### src/rtl/tl_phase_timer_if.sv
// Signal bundle between the traffic-light FSM and the phase timer.
// master = light-controller side, slave = timer side.
interface tl_phase_timer_if #(
  parameter int unsigned CNT_W = 8
);
  logic             tick;
  logic             timer_select;
  logic             ped_req;
  logic             hold;
  logic             done_pulse;
  logic             ped_ack;
  logic [CNT_W-1:0] remaining;
  logic             ped_pending;

  modport master (
    output tick, timer_select, ped_req, hold,
    input  done_pulse, ped_ack, remaining, ped_pending
  );

  modport slave (
    input  tick, timer_select, ped_req, hold,
    output done_pulse, ped_ack, remaining, ped_pending
  );
endinterface

### src/rtl/tl_phase_timer.sv
// Phase-duration sequencer: times green/yellow phases in tick units, strobes
// done_pulse on expiry and truncates green for a pending pedestrian request.
module tl_phase_timer #(
  parameter int unsigned GREEN_TICKS     = 30,
  parameter int unsigned YELLOW_TICKS    = 4,
  parameter int unsigned MIN_GREEN_TICKS = 8,
  parameter int unsigned CNT_W           = 8
) (
  input logic           clk,
  input logic           rst,
  tl_phase_timer_if.slave bus
);

  typedef enum logic [1:0] {LOAD, RUN, FIRE} state_t;

  localparam logic [CNT_W-1:0] GREEN_LD  = CNT_W'(GREEN_TICKS - 1);
  localparam logic [CNT_W-1:0] YELLOW_LD = CNT_W'(YELLOW_TICKS - 1);
  localparam logic [CNT_W-1:0] MIN_EL    = CNT_W'(MIN_GREEN_TICKS - 1);
  localparam logic [CNT_W-1:0] ONE       = CNT_W'(1);

  state_t           state, state_nx;
  logic [CNT_W-1:0] cnt, cnt_nx;
  logic [CNT_W-1:0] elapsed, elapsed_nx;
  logic             sel_q, sel_nx;
  logic             ped_pend, ped_nx;

  always_ff @(posedge clk or posedge rst) begin
    if (rst) begin
      state    <= LOAD;
      cnt      <= '0;
      elapsed  <= '0;
      sel_q    <= 1'b0;
      ped_pend <= 1'b0;
    end else begin
      state    <= state_nx;
      cnt      <= cnt_nx;
      elapsed  <= elapsed_nx;
      sel_q    <= sel_nx;
      ped_pend <= ped_nx;
    end
  end

  always_comb begin
    state_nx   = state;
    cnt_nx     = cnt;
    elapsed_nx = elapsed;
    sel_nx     = sel_q;
    ped_nx     = ped_pend;
    case (state)
      LOAD: begin
        sel_nx     = bus.timer_select;
        cnt_nx     = bus.timer_select ? GREEN_LD : YELLOW_LD;
        elapsed_nx = '0;
        state_nx   = RUN;
      end
      RUN: begin
        if (bus.tick && !bus.hold) begin
          if (cnt == '0 || (sel_q && ped_pend && elapsed >= MIN_EL)) begin
            state_nx = FIRE;
          end else begin
            cnt_nx = cnt - ONE;
            if (elapsed != '1) elapsed_nx = elapsed + ONE;
          end
        end
      end
      FIRE: begin
        state_nx = LOAD;
        if (sel_q) ped_nx = 1'b0;
      end
      default: state_nx = LOAD;
    endcase
    // A new request in the FIRE cycle overrides the serve-clear above.
    if (bus.ped_req) ped_nx = 1'b1;
  end

  assign bus.done_pulse  = (state == FIRE);
  assign bus.ped_ack     = (state == FIRE) && sel_q && ped_pend;
  assign bus.remaining   = cnt;
  assign bus.ped_pending = ped_pend;

endmodule

### src/flat_wrapper.sv
// flat-port wrapper written by rule: the top's interface ports become plain ports
module tl_phase_timer_flat 
#(
  parameter int unsigned GREEN_TICKS     = 30,
  parameter int unsigned YELLOW_TICKS    = 4,
  parameter int unsigned MIN_GREEN_TICKS = 8,
  parameter int unsigned CNT_W           = 8
)
  (clk, rst, bus_tick, bus_timer_select, bus_ped_req, bus_hold, bus_done_pulse, bus_ped_ack, bus_remaining, bus_ped_pending);
  tl_phase_timer_if #(.CNT_W(CNT_W)) bus_i ();
  input logic clk;
  input logic rst;
  input wire logic [$bits(bus_i.tick)-1:0] bus_tick;
  input wire logic [$bits(bus_i.timer_select)-1:0] bus_timer_select;
  input wire logic [$bits(bus_i.ped_req)-1:0] bus_ped_req;
  input wire logic [$bits(bus_i.hold)-1:0] bus_hold;
  output wire logic [$bits(bus_i.done_pulse)-1:0] bus_done_pulse;
  output wire logic [$bits(bus_i.ped_ack)-1:0] bus_ped_ack;
  output wire logic [$bits(bus_i.remaining)-1:0] bus_remaining;
  output wire logic [$bits(bus_i.ped_pending)-1:0] bus_ped_pending;
  assign bus_i.tick = bus_tick;
  assign bus_i.timer_select = bus_timer_select;
  assign bus_i.ped_req = bus_ped_req;
  assign bus_i.hold = bus_hold;
  assign bus_done_pulse = bus_i.done_pulse;
  assign bus_ped_ack = bus_i.ped_ack;
  assign bus_remaining = bus_i.remaining;
  assign bus_ped_pending = bus_i.ped_pending;
  tl_phase_timer #(.GREEN_TICKS(GREEN_TICKS), .YELLOW_TICKS(YELLOW_TICKS), .MIN_GREEN_TICKS(MIN_GREEN_TICKS), .CNT_W(CNT_W)) u_core (.clk(clk), .rst(rst), .bus(bus_i));
endmodule
### config.mk
export PLATFORM = sky130hd
export DESIGN_NAME = tl_phase_timer_flat
export DESIGN_NICKNAME = d
export VERILOG_FILES = /design/src/rtl/tl_phase_timer_if.sv /design/src/rtl/tl_phase_timer.sv /design/src/flat_wrapper.sv
export SDC_FILE = /design/constraint.sdc
export NUM_CORES = 1
export LEC_CHECK = 0
export ABC_AREA = 0
export BUFFER_PORTS_ARGS = -buffer_cell sky130_fd_sc_hd__buf_4
export CORE_ASPECT_RATIO = 1.5
export CORE_MARGIN = 3
export CORE_UTILIZATION = 25
export CTS_CLUSTER_SIZE = 10
export DETAILED_ROUTE_END_ITERATION = 6
export PLACE_DENSITY = 0.39
export SKIP_CTS_REPAIR_TIMING = 1
export SLEW_MARGIN = 20
export SYNTH_ARGS = -nofsm -noshare
export SYNTH_HDL_FRONTEND = slang
export SYNTH_SLANG_ARGS = --single-unit
### constraint.sdc
create_clock -name clk -period 2.4 [get_ports clk]
set_input_delay 0.24 -clock clk [delete_from_list [all_inputs] [get_ports clk]]
set_output_delay 0.24 -clock clk [all_outputs]
set_load 0.1 [all_outputs]
==> flow_summary.toml, run 1 <==
[sta]
relSlewSlack_pct = 45.4
hold_viol = 0
fin_skew_ns = 0.00111
fin_crit_ns = 2.16
finalMaxSlewViolations = 0
fin_setup_tns_ns = 0
finalHoldWorstSlack_ns = 0.132
setup_violations = 0
tightest_slew_ns = 0.818
fmax_ghz = 0.463
period_share_pct = 90.0
rsz0062_at_grt = "no"

[grt]
grt-ovfl-total = 0
antenna_found_initial = 0
grt_pass1_vias = 1042
grt_max_degree = 21
grt_usage_pct = 12.9
grt_first_pass_wirelength_mm = 5.22

[route]
route.detailed.drc = 0
wl_per_cell_um = 16.4
viasPerCell = 5.16
first_pass_iters = 4
vias = 960
drt_iter0_drc = 16
ant_nets = 0
routed_wl_mm = 3.06

[pwr]
irDropWorstVdd_v = 0.00100
p_sw_uw = 1000
p_int_uw = 906
pwr_density_cell_mw_per_mm2 = 1370
p_comb_share_pct = 53.9
clkPwrFrac_pct = 14.1
leakage_uw = 0.000618
swShare_pct = 52.5
pwr-share-seq_pct = 32.0

[floorplan]
ios = 17
core_area_mm2 = 0.00432
initial_core_util_pct = 26.7
die_w_um = 61.4
die_area_mm2 = 0.00547
dieHeight_um = 89.1
rows = 29

[yosys]
synthesis.area_mm2 = 0.00115
syn-num-nets = 131
syn_avg_cell_area_um2 = 9.44
synth-async-reset-ratio_pct = 100
ys_types = 39
synth_top_flop_cell = "dfrtp_1"
ys_seq_area_share_pct = 43.5
syn_inst = 122
yosys.area.top_type_share_pct = 43.5
ys_top_cells_by_area = "dfrtp_1 43%, nand2_1 3.9%, xnor2_1 3.8%, ha_1 3.3%, nor2_1 3.3%"
ys_warn_count = 0
ys_seq_elements = 20
synth_edf_count = 0
yosys.area.top_type = "dfrtp_1"

[placement]
dp_hpwl_mm = 2.29
place_congestion = 0.772
port_buffers = 16
place_inst = 182

[clocking]
cts_buffers = 3
cts_tree = "yes"
htreeDepth = 1
clk_pin_slew_ns = 0.08
clock_path_buffers = 2
clock_latency_ns = 0.26
cts_sinks = 20
cts_root_buf = "clkbuf_8"

[critical_path]
worstPathCellList = "or4_4 -> o311ai_4 -> and2_1 -> o21ai_1 -> a221o_1"
cpPeakStageDelay_ns = 0.56
crit_buf_inv = 0
critical-path-slowest-cell = "or4_4"
cp.required_ns = 2.55
cp_max_fo = 7
startpoint_type = "flip-flop"
path_class = "reg -> reg"
crit_path_end_kind = "flip-flop"
critical_path.top_delay_family = "simple AND/OR/NAND/NOR gates"
cp_data_arrival_time_ns = 2.31

[cells_and_area]
area_growth_pct = 20.9
stdcell_count = 186
final_cell_mix = "18 x buf_4, 18 x dfrtp_1, 12 x nand2_1, 10 x nor2_1, 9 x inv_1"
n_antenna_cell = 0
fillerInstances = 462
layout-drive-gt1-share_pct = 22.9
nets = 150

[run]
maxCapViolations = 0

[status]
status = "completed"

[min_path]
hold_class = "in -> async"
metal layers:
layer | wire (um) | global-route usage, % | share of wire, % | vias up
li1 | - | - | - | 474
met1 | 1330 | 15.7 | 43 | 469
met2 | 1600 | 22.4 | 52 | 12
met3 | 67 | 1.73 | 2.2 | 5
met4 | 59 | 5.21 | 1.9 | 0
met5 | 0 | 0 | 0 | -
per-stage QoR:
stage	setup slack, ns	total power [uW]	area, um^2	util (%)
after floorplan	0.0289	1410	1160	-
after global placement	0.308	1650	1340	30.9
final	0.240	1910	1390	32.2
after global routing	0.0674	2030	1390	32.2
after CTS	0.251	1930	1390	32.2
after detailed placement	0.269	1650	1340	30.9
logic make-up after synthesis:
group           Yosys count  synth area share, %
flops                    20                 43.5
simple gates             55                 26.6
compound gates           22                 15.3
xor+xnor                  9                 6.85
fa+ha+maj                 3                 3.26
buf+inv                  13                 4.46
synth_stat cells, drive strengths merged (4+ instances only):
| cell type | n |
|---|---|
| xor2 | 4 |
| inv | 9 |
| a21oi | 4 |
| xnor2 | 5 |
| nand3 | 8 |
| nor2 | 10 |
| o21ai | 4 |
| dfrtp | 20 |
| nand4 | 5 |
| nand2 | 12 |
layout make-up:
class,instances,area (um^2),share of cell area (%)
multi-input combinational,89,607,43.6
sequential,20,503,36.2
clock buffer,4,55.1,3.96
timing repair buffer,18,135,9.71
inverter,9,33.8,2.43
tap,46,57.6,4.14
power groups by stage:
stage	clock network, uW	logic, uW	registers, uW
5_1_grt	294	1110	629
2_1_floorplan	0	433	974
3_5_place_dp	0	1040	616
3_3_place_gp	0	1040	617
6_report	270	1030	611
4_1_cts	281	1040	612
state kept, by name, indices dropped and copies added (netlist names):
| signal | cells |
|---|---|
| u_core.bus.ped_pending | 1 |
| u_core.bus.remaining | 8 |
| u_core.elapsed | 8 |
| u_core.state | 2 |
| u_core.sel_q | 1 |
path summary, 6_finish.rpt:
path	from	depth (start not counted)	to	slack (ns)
min reg2reg	u_core.elapsed[6]	1	u_core.elapsed[6]	0.55
max reg2reg	u_core.elapsed[4]	5	u_core.bus.remaining[1]	0.24
min	rst	2	u_core.bus.remaining[5]	0.13
max in group asynchronous	rst	2	u_core.bus.remaining[1]	1.71
min in group clk	bus_ped_req	2	u_core.bus.ped_pending	0.15
max	u_core.elapsed[4]	5	u_core.bus.remaining[1]	0.24
Note: power is estimated with default switching activity, not from simulation.
==> run 2: changes to the inputs <==
--- a/config.mk
+++ b/config.mk
@@ -12,7 +12,7 @@
 export CORE_UTILIZATION = 25
 export CTS_CLUSTER_SIZE = 10
 export DETAILED_ROUTE_END_ITERATION = 6
-export PLACE_DENSITY = 0.39
+export PLACE_DENSITY = 0.41
 export SKIP_CTS_REPAIR_TIMING = 1
 export SLEW_MARGIN = 20
 export SYNTH_ARGS = -nofsm -noshare
==> constraint.sdc (replaced) <==
create_clock -name clk -period 1.8 [get_ports clk]
set_input_delay 0.18 -clock clk [delete_from_list [all_inputs] [get_ports clk]]
set_output_delay 0.18 -clock clk [all_outputs]
set_load 0.1 [all_outputs]
==> run 2 against run 1 <==
  * The run now ends with setup timing left
  * Critical path depth grew 1
  * Combinational power increased by 78%
  * Clock skew up 0.0046 ns
  * Total power grew 57%
  * Setup slack got worse by 0.50 ns
  * Fmax increased by 4.7%
  * Via count grew 13%
  * Hold slack lost 0.042 ns
==> flow_summary.toml, run 2 (synthesis gave the netlist of run 1 again) <==
[clocking]
cts_buffers = 3
clock_latency_ns = 0.26
cts_sinks = 20
clock_path_buffers = 2
cts_root_buf = "clkbuf_8"
cts_tree = "yes"
htreeDepth = 1
clk_pin_slew_ns = 0.08

[status]
status = "finished with violations"
violations = "setup timing"

[pwr]
p_comb_share_pct = 60.9
p_int_uw = 1530
pwr_density_cell_mw_per_mm2 = 1730
leakage_uw = 0.000764
pwr-share-seq_pct = 27.3
p_sw_uw = 1470
clkPwrFrac_pct = 11.8
irDropWorstVdd_v = 0.000374
p_total_uw = 3000
swShare_pct = 49.1

[critical_path]
cp_max_fo = 8
crit_path_end_kind = "flip-flop"
path_class = "reg -> reg"
cp.required_ns = 1.95
cp_data_arrival_time_ns = 2.22
reg2regPathDepth = 6
startpoint_type = "flip-flop"

[run]
maxCapViolations = 0

[grt]
grt_first_pass_wirelength_mm = 5.24
grt_usage_pct = 13.1
grt_pass1_vias = 1056
grt_max_degree = 21
grt-ovfl-total = 0
antenna_found_initial = 0

[route]
routed_wl_mm = 3.22
wl_met3_um = 64
viasPerCell = 5.10
wl_met1_mm = 1.28
drt_iter0_drc = 35
route.detailed.drc = 0
vias = 1082
met2WireLength_mm = 1.84
dr.max_layer_used = "met4"
first_pass_iters = 2
wl_per_cell_um = 15.2
ant_nets = 0

[sta]
tightest_slew_ns = 0.489
relSlewSlack_pct = 67.4
fin_skew_ns = 0.00573
setup_violations = 18
period_share_pct = 115
finalMaxSlewViolations = 0
fmax_ghz = 0.485
finalHoldWorstSlack_ns = 0.0903
fin_crit_ns = 2.06
setup_ws_ns = -0.262
hold_viol = 0
rsz0062_at_grt = "yes"

[cells_and_area]
n_antenna_cell = 0
final_cell_mix = "41 x buf_4, 11 x nand2_1, 11 x dfrtp_1, 10 x nor2_1, 7 x inv_1"
final_common_cell = "buf_4"
area_growth_pct = 50.5
design_area_mm2 = 0.00173
layout-drive-gt1-share_pct = 49.4
nets = 176

[floorplan]
die_w_um = 61.4
rows = 29
initial_core_util_pct = 26.7
dieHeight_um = 89.1
core_area_mm2 = 0.00432
ios = 17
die_area_mm2 = 0.00547

[min_path]
hold_class = "in -> reg"
hold_depth = 2

[placement]
post_dp_cell_area_mm2 = 0.00158
port_buffers = 16
place_congestion = 0.745
dp_hpwl_mm = 2.44
dp_slack_ns = -0.309
run 2: changes by cell type in the layout (fill, tap and decap cells not counted), moves of 2 or more:
cell	previous run	this run
or4_1	2	0
dfrtp_1	18	11
and3_1	3	1
buf_6	0	2
and3_4	0	2
dfrtp_2	2	6
inv_1	9	7
buf_4	18	41
o21ai_0	3	1
or4_4	1	3
dfrtp_4	0	3
inv_4	0	2
run 2: path summary, 6_finish.rpt:
path	startpoint	to	slack, ns
max in group asynchronous	rst	u_core.bus.remaining[4]	1.04
max reg2reg	u_core.elapsed[4]	u_core.bus.remaining[1]	-0.26
min	bus_ped_req	u_core.bus.ped_pending	0.09
min in group asynchronous	rst	u_core.state[1]	0.51
min reg2reg	u_core.bus.ped_pending	u_core.bus.ped_pending	0.56
max	u_core.elapsed[4]	u_core.bus.remaining[1]	-0.26
run 2: power by group through the flow:
stage / combinational [uW] / clock (uW) / sequential [uW]
2_1_floorplan: 652 / 0 / 1360
3_3_place_gp: 1710 / 0 / 825
3_5_place_dp: 1710 / 0 / 831
4_1_cts: 1710 / 363 / 823
5_1_grt: 1960 / 387 / 846
6_report: 1830 / 353 / 821
run 2: metrics by stage:
| step | utilization (%) | TNS (ns) | instances |
|---|---|---|---|
| 2_1_floorplan | - | -1.08 | 122 |
| 3_3_place_gp | 36.6 | -3.07 | 204 |
| 3_5_place_dp | 36.6 | -3.80 | 204 |
| 4_1_cts | 37.9 | -4.13 | 208 |
| 5_1_grt | 40.1 | -4.72 | 212 |
| 6_report | 40.1 | -3.43 | 212 |
run 2: metal layers:
layer  vias up  GRT usage (%)
met3         4           2.17
met4         0           4.63
li1        530              -
met2        11           24.4
met1       537           14.5
met5         -              0
run 2: worst max-delay path, cell delays in order (launching register included):
cell and delay [ns]:
dfrtp_1 0.40, or4_4 0.55, o311ai_4 0.29, buf_6 0.17, and2_4 0.19, o21ai_1 0.06
a221o_1 0.28
run 2: final cells by class:
type | count | area (um^2)
Sequential cell | 20 | 519
Fill cell | 433 | 2580
Clock buffer | 4 | 55.1
Inverter | 9 | 38.8
Tap cell | 46 | 57.6
Multi-Input combinational cell | 89 | 722
Timing Repair Buffer | 44 | 340
==> run 3: changes to the inputs <==
--- a/config.mk
+++ b/config.mk
@@ -5,9 +5,9 @@
 export SDC_FILE = /design/constraint.sdc
 export NUM_CORES = 1
 export LEC_CHECK = 0
-export ABC_AREA = 0
+export ABC_AREA = 1
 export BUFFER_PORTS_ARGS = -buffer_cell sky130_fd_sc_hd__buf_4
-export CORE_ASPECT_RATIO = 1.5
+export CORE_ASPECT_RATIO = 0.7
 export CORE_MARGIN = 3
 export CORE_UTILIZATION = 25
 export CTS_CLUSTER_SIZE = 10
==> run 3 against run 2 <==
  * Critical path type unchanged
  * The run now ends clean
  * Highest routed layer unchanged
  * Sequential cell count did not move
  * Cell count increased by 25%
  * Sequential share of layout area rose by 2.6 points
  * Clock power rose by 3%
  * Largest power group unchanged
==> flow_summary.toml, run 3 <==
[status]
status = "completed"

[yosys]
synth_top_flop_cell = "dfrtp_1"
synthMostInstantiatedCell = "nand2_1"
synth_top_family_by_area = "simple AND/OR/NAND/NOR gates"
syn_inst = 173
yosys.area.top_type = "dfrtp_1"
ys_seq_area_share_pct = 40.7
syn-num-nets = 182
synthesis.area_mm2 = 0.00123
synthTopCellsByCount = "59 x nand2_1, 29 x nor2_1, 20 x dfrtp_1"
synth_xor_area_share_pct = 4.27
synth_fa_ha_area_share_pct = 3.05
synth_mux_area_share_pct = 0
synth-simple-area-share_pct = 37.9
syn_avg_cell_area_um2 = 7.12
synth_edf_count = 0
ys_top_cells_by_area = "dfrtp_1 41%, nand2_1 18%, nor2_1 8.8%, nand3_1 5.7%, inv_1 4.9%"
ys_types = 25
ys_warn_count = 0
yosys.area.top_type_share_pct = 40.7
ys_seq_elements = 20
synth-async-reset-ratio_pct = 100
synth_compound_area_share_pct = 6.00

[critical_path]
cpPeakStageDelay_ns = 0.41
crit_path_end_kind = "flip-flop"
critical-path-slowest-cell = "dfrtp_1"
crit_buf_inv = 2
path_class = "reg -> reg"
worstPathCellList = "ha_1 -> nand2_1 -> nand2_1 -> o21bai_2 -> nand3_2 -> nand2_4 -> buf_4 -> inv_4 -> nand2_1 -> nand2_1"
critical_path.top_delay_family = "simple AND/OR/NAND/NOR gates"
cp_common_cell = "nand2_1"
cp.required_ns = 1.96
startpoint_type = "flip-flop"
cp_max_fo = 9
cp_data_arrival_time_ns = 1.80

[pwr]
p_sw_uw = 1600
irDropWorstVdd_v = 0.000818
p_total_uw = 2940
pwr-share-seq_pct = 25.7
p_comb_share_pct = 62.0
swShare_pct = 54.6
p_int_uw = 1330
leakage_uw = 0.000823
pwr_density_cell_mw_per_mm2 = 1880
clkPwrFrac_pct = 12.3

[placement]
dp_slack_ns = 0.0987
place_congestion = 0.809
port_buffers = 16
dp_hpwl_mm = 2.39

[clocking]
cts_root_buf = "clkbuf_8"
cts_sinks = 20
clk_pin_slew_ns = 0.08
cts_buffers = 3
clock_latency_ns = 0.26
htreeDepth = 1
cts_tree = "yes"
clock_path_buffers = 2

[cells_and_area]
nets = 209
final_cell_mix = "58 x nand2_1, 27 x nor2_1, 24 x buf_4, 16 x inv_1, 14 x nand3_1"
layout-drive-gt1-share_pct = 22.6
fillerInstances = 483
area_growth_pct = 27.0
final_util_pct = 34.5
n_antenna_cell = 0
final_common_cell = "nand2_1"
regArea_um2 = 509
multi_input_area_um2 = 653

[sta]
setup_violations = 0
finalMaxSlewViolations = 0
fin_skew_ns = 0.00308
tightest_slew_ns = 0.288
period_share_pct = 91.0
fin_crit_ns = 1.64
fin_setup_tns_ns = 0
relSlewSlack_pct = 80.8
rsz0062_at_grt = "no"
setup_ws_ns = 0.162
fmax_ghz = 0.611
finalHoldWorstSlack_ns = 0.0967
hold_viol = 0

[min_path]
hold_class = "in -> reg"

[route]
viasPerCell = 4.25
wl_per_cell_um = 11.5
first_pass_iters = 4
routed_wl_mm = 3.04
ant_nets = 0
route.detailed.drc = 0
drt_iter0_drc = 41
vias = 1127

[floorplan]
initial_core_util_pct = 27.2
die_w_um = 89.9
core_area_mm2 = 0.00453
rows = 20
ios = 17
dieHeight_um = 64.7
die_area_mm2 = 0.00582

[grt]
grt-ovfl-total = 0
grt_usage_pct = 11.5
antenna_found_initial = 0
grt_max_degree = 21
grt_first_pass_wirelength_mm = 5.27
grt_pass1_vias = 1059

[run]
maxCapViolations = 0
==> run 3: cell count changes in the layout (fill, tap and decap cells not counted), sizes merged, moves of 3 or more <==
cell,change
and2,-3
inv,+9
a211oi,-3
nand3,+7
nand2,+49
or4,-3
xnor2,-3
and3,-3
a221oi,-3
nor2,+19
a21oi,-3
buf,-19
o21ai,+3
==> run 3: final cells by class <==
| cell class | instances | share of cell area (%) |
|---|---|---|
| sequential | 20 | 32.6 |
| clock buffer | 4 | 3.52 |
| inverter | 19 | 4.72 |
| tap | 66 | 5.28 |
| multi-input combinational | 131 | 41.8 |
| timing repair buffer | 25 | 12.2 |
==> run 3: path summary, 6_finish.rpt <==
kind,slack (ns),end,startpoint,cells after the start
setup / recovery,0.16,u_core.bus.remaining[3],u_core.elapsed[0],10
hold / removal,0.1,u_core.bus.ped_pending,bus_ped_req,2
setup reg to reg,0.16,u_core.bus.remaining[3],u_core.elapsed[0],10
hold reg to reg,0.51,u_core.elapsed[1],u_core.elapsed[1],2
max in group asynchronous,1.05,u_core.bus.remaining[5],rst,4
min in group asynchronous,0.51,u_core.bus.ped_pending,rst,4
==> run 3: power groups by stage <==
stage | logic [uW] | clock network, uW | registers [uW]
2_1_floorplan | 825 | 0 | 1300
3_3_place_gp | 1810 | 0 | 762
3_5_place_dp | 1820 | 0 | 763
4_1_cts | 1820 | 375 | 756
5_1_grt | 2020 | 397 | 777
6_report | 1820 | 362 | 754
==> run 3: kinds of logic after synthesis <==
logic type,Yosys count
AOI/OAI and AO/OA,12
xor gates and xnor gates,6
adders and majority gates,3
buffers and inverters,22
DFF,20
and+or+nand+nor,110
==> run 3: per-stage QoR <==
step / instances / instance area, um^2
global route: 265 / 1560
finish: 265 / 1560
detailed placement: 260 / 1490
CTS: 264 / 1550
floorplan: 173 / 1260
global placement: 260 / 1490
==> run 3: worst reg2reg max path: cells and delay by family (launching register included) <==
kind / cells / cell delay, ns
AO/OA/AOI/OAI: 1 / 0.17
adder cells (fa/ha/maj): 1 / 0.22
AND/OR/NAND/NOR: 6 / 0.51
flip-flops: 1 / 0.41
buffers and inverters: 2 / 0.23
==> run 3: per-layer routing <==
layer	vias up	global-route usage [%]	share of wire [%]
met5	-	0	0
met3	2	3.36	4.1
li1	587	-	-
met4	0	1.72	0.62
met1	515	17.8	58
met2	23	15.6	37
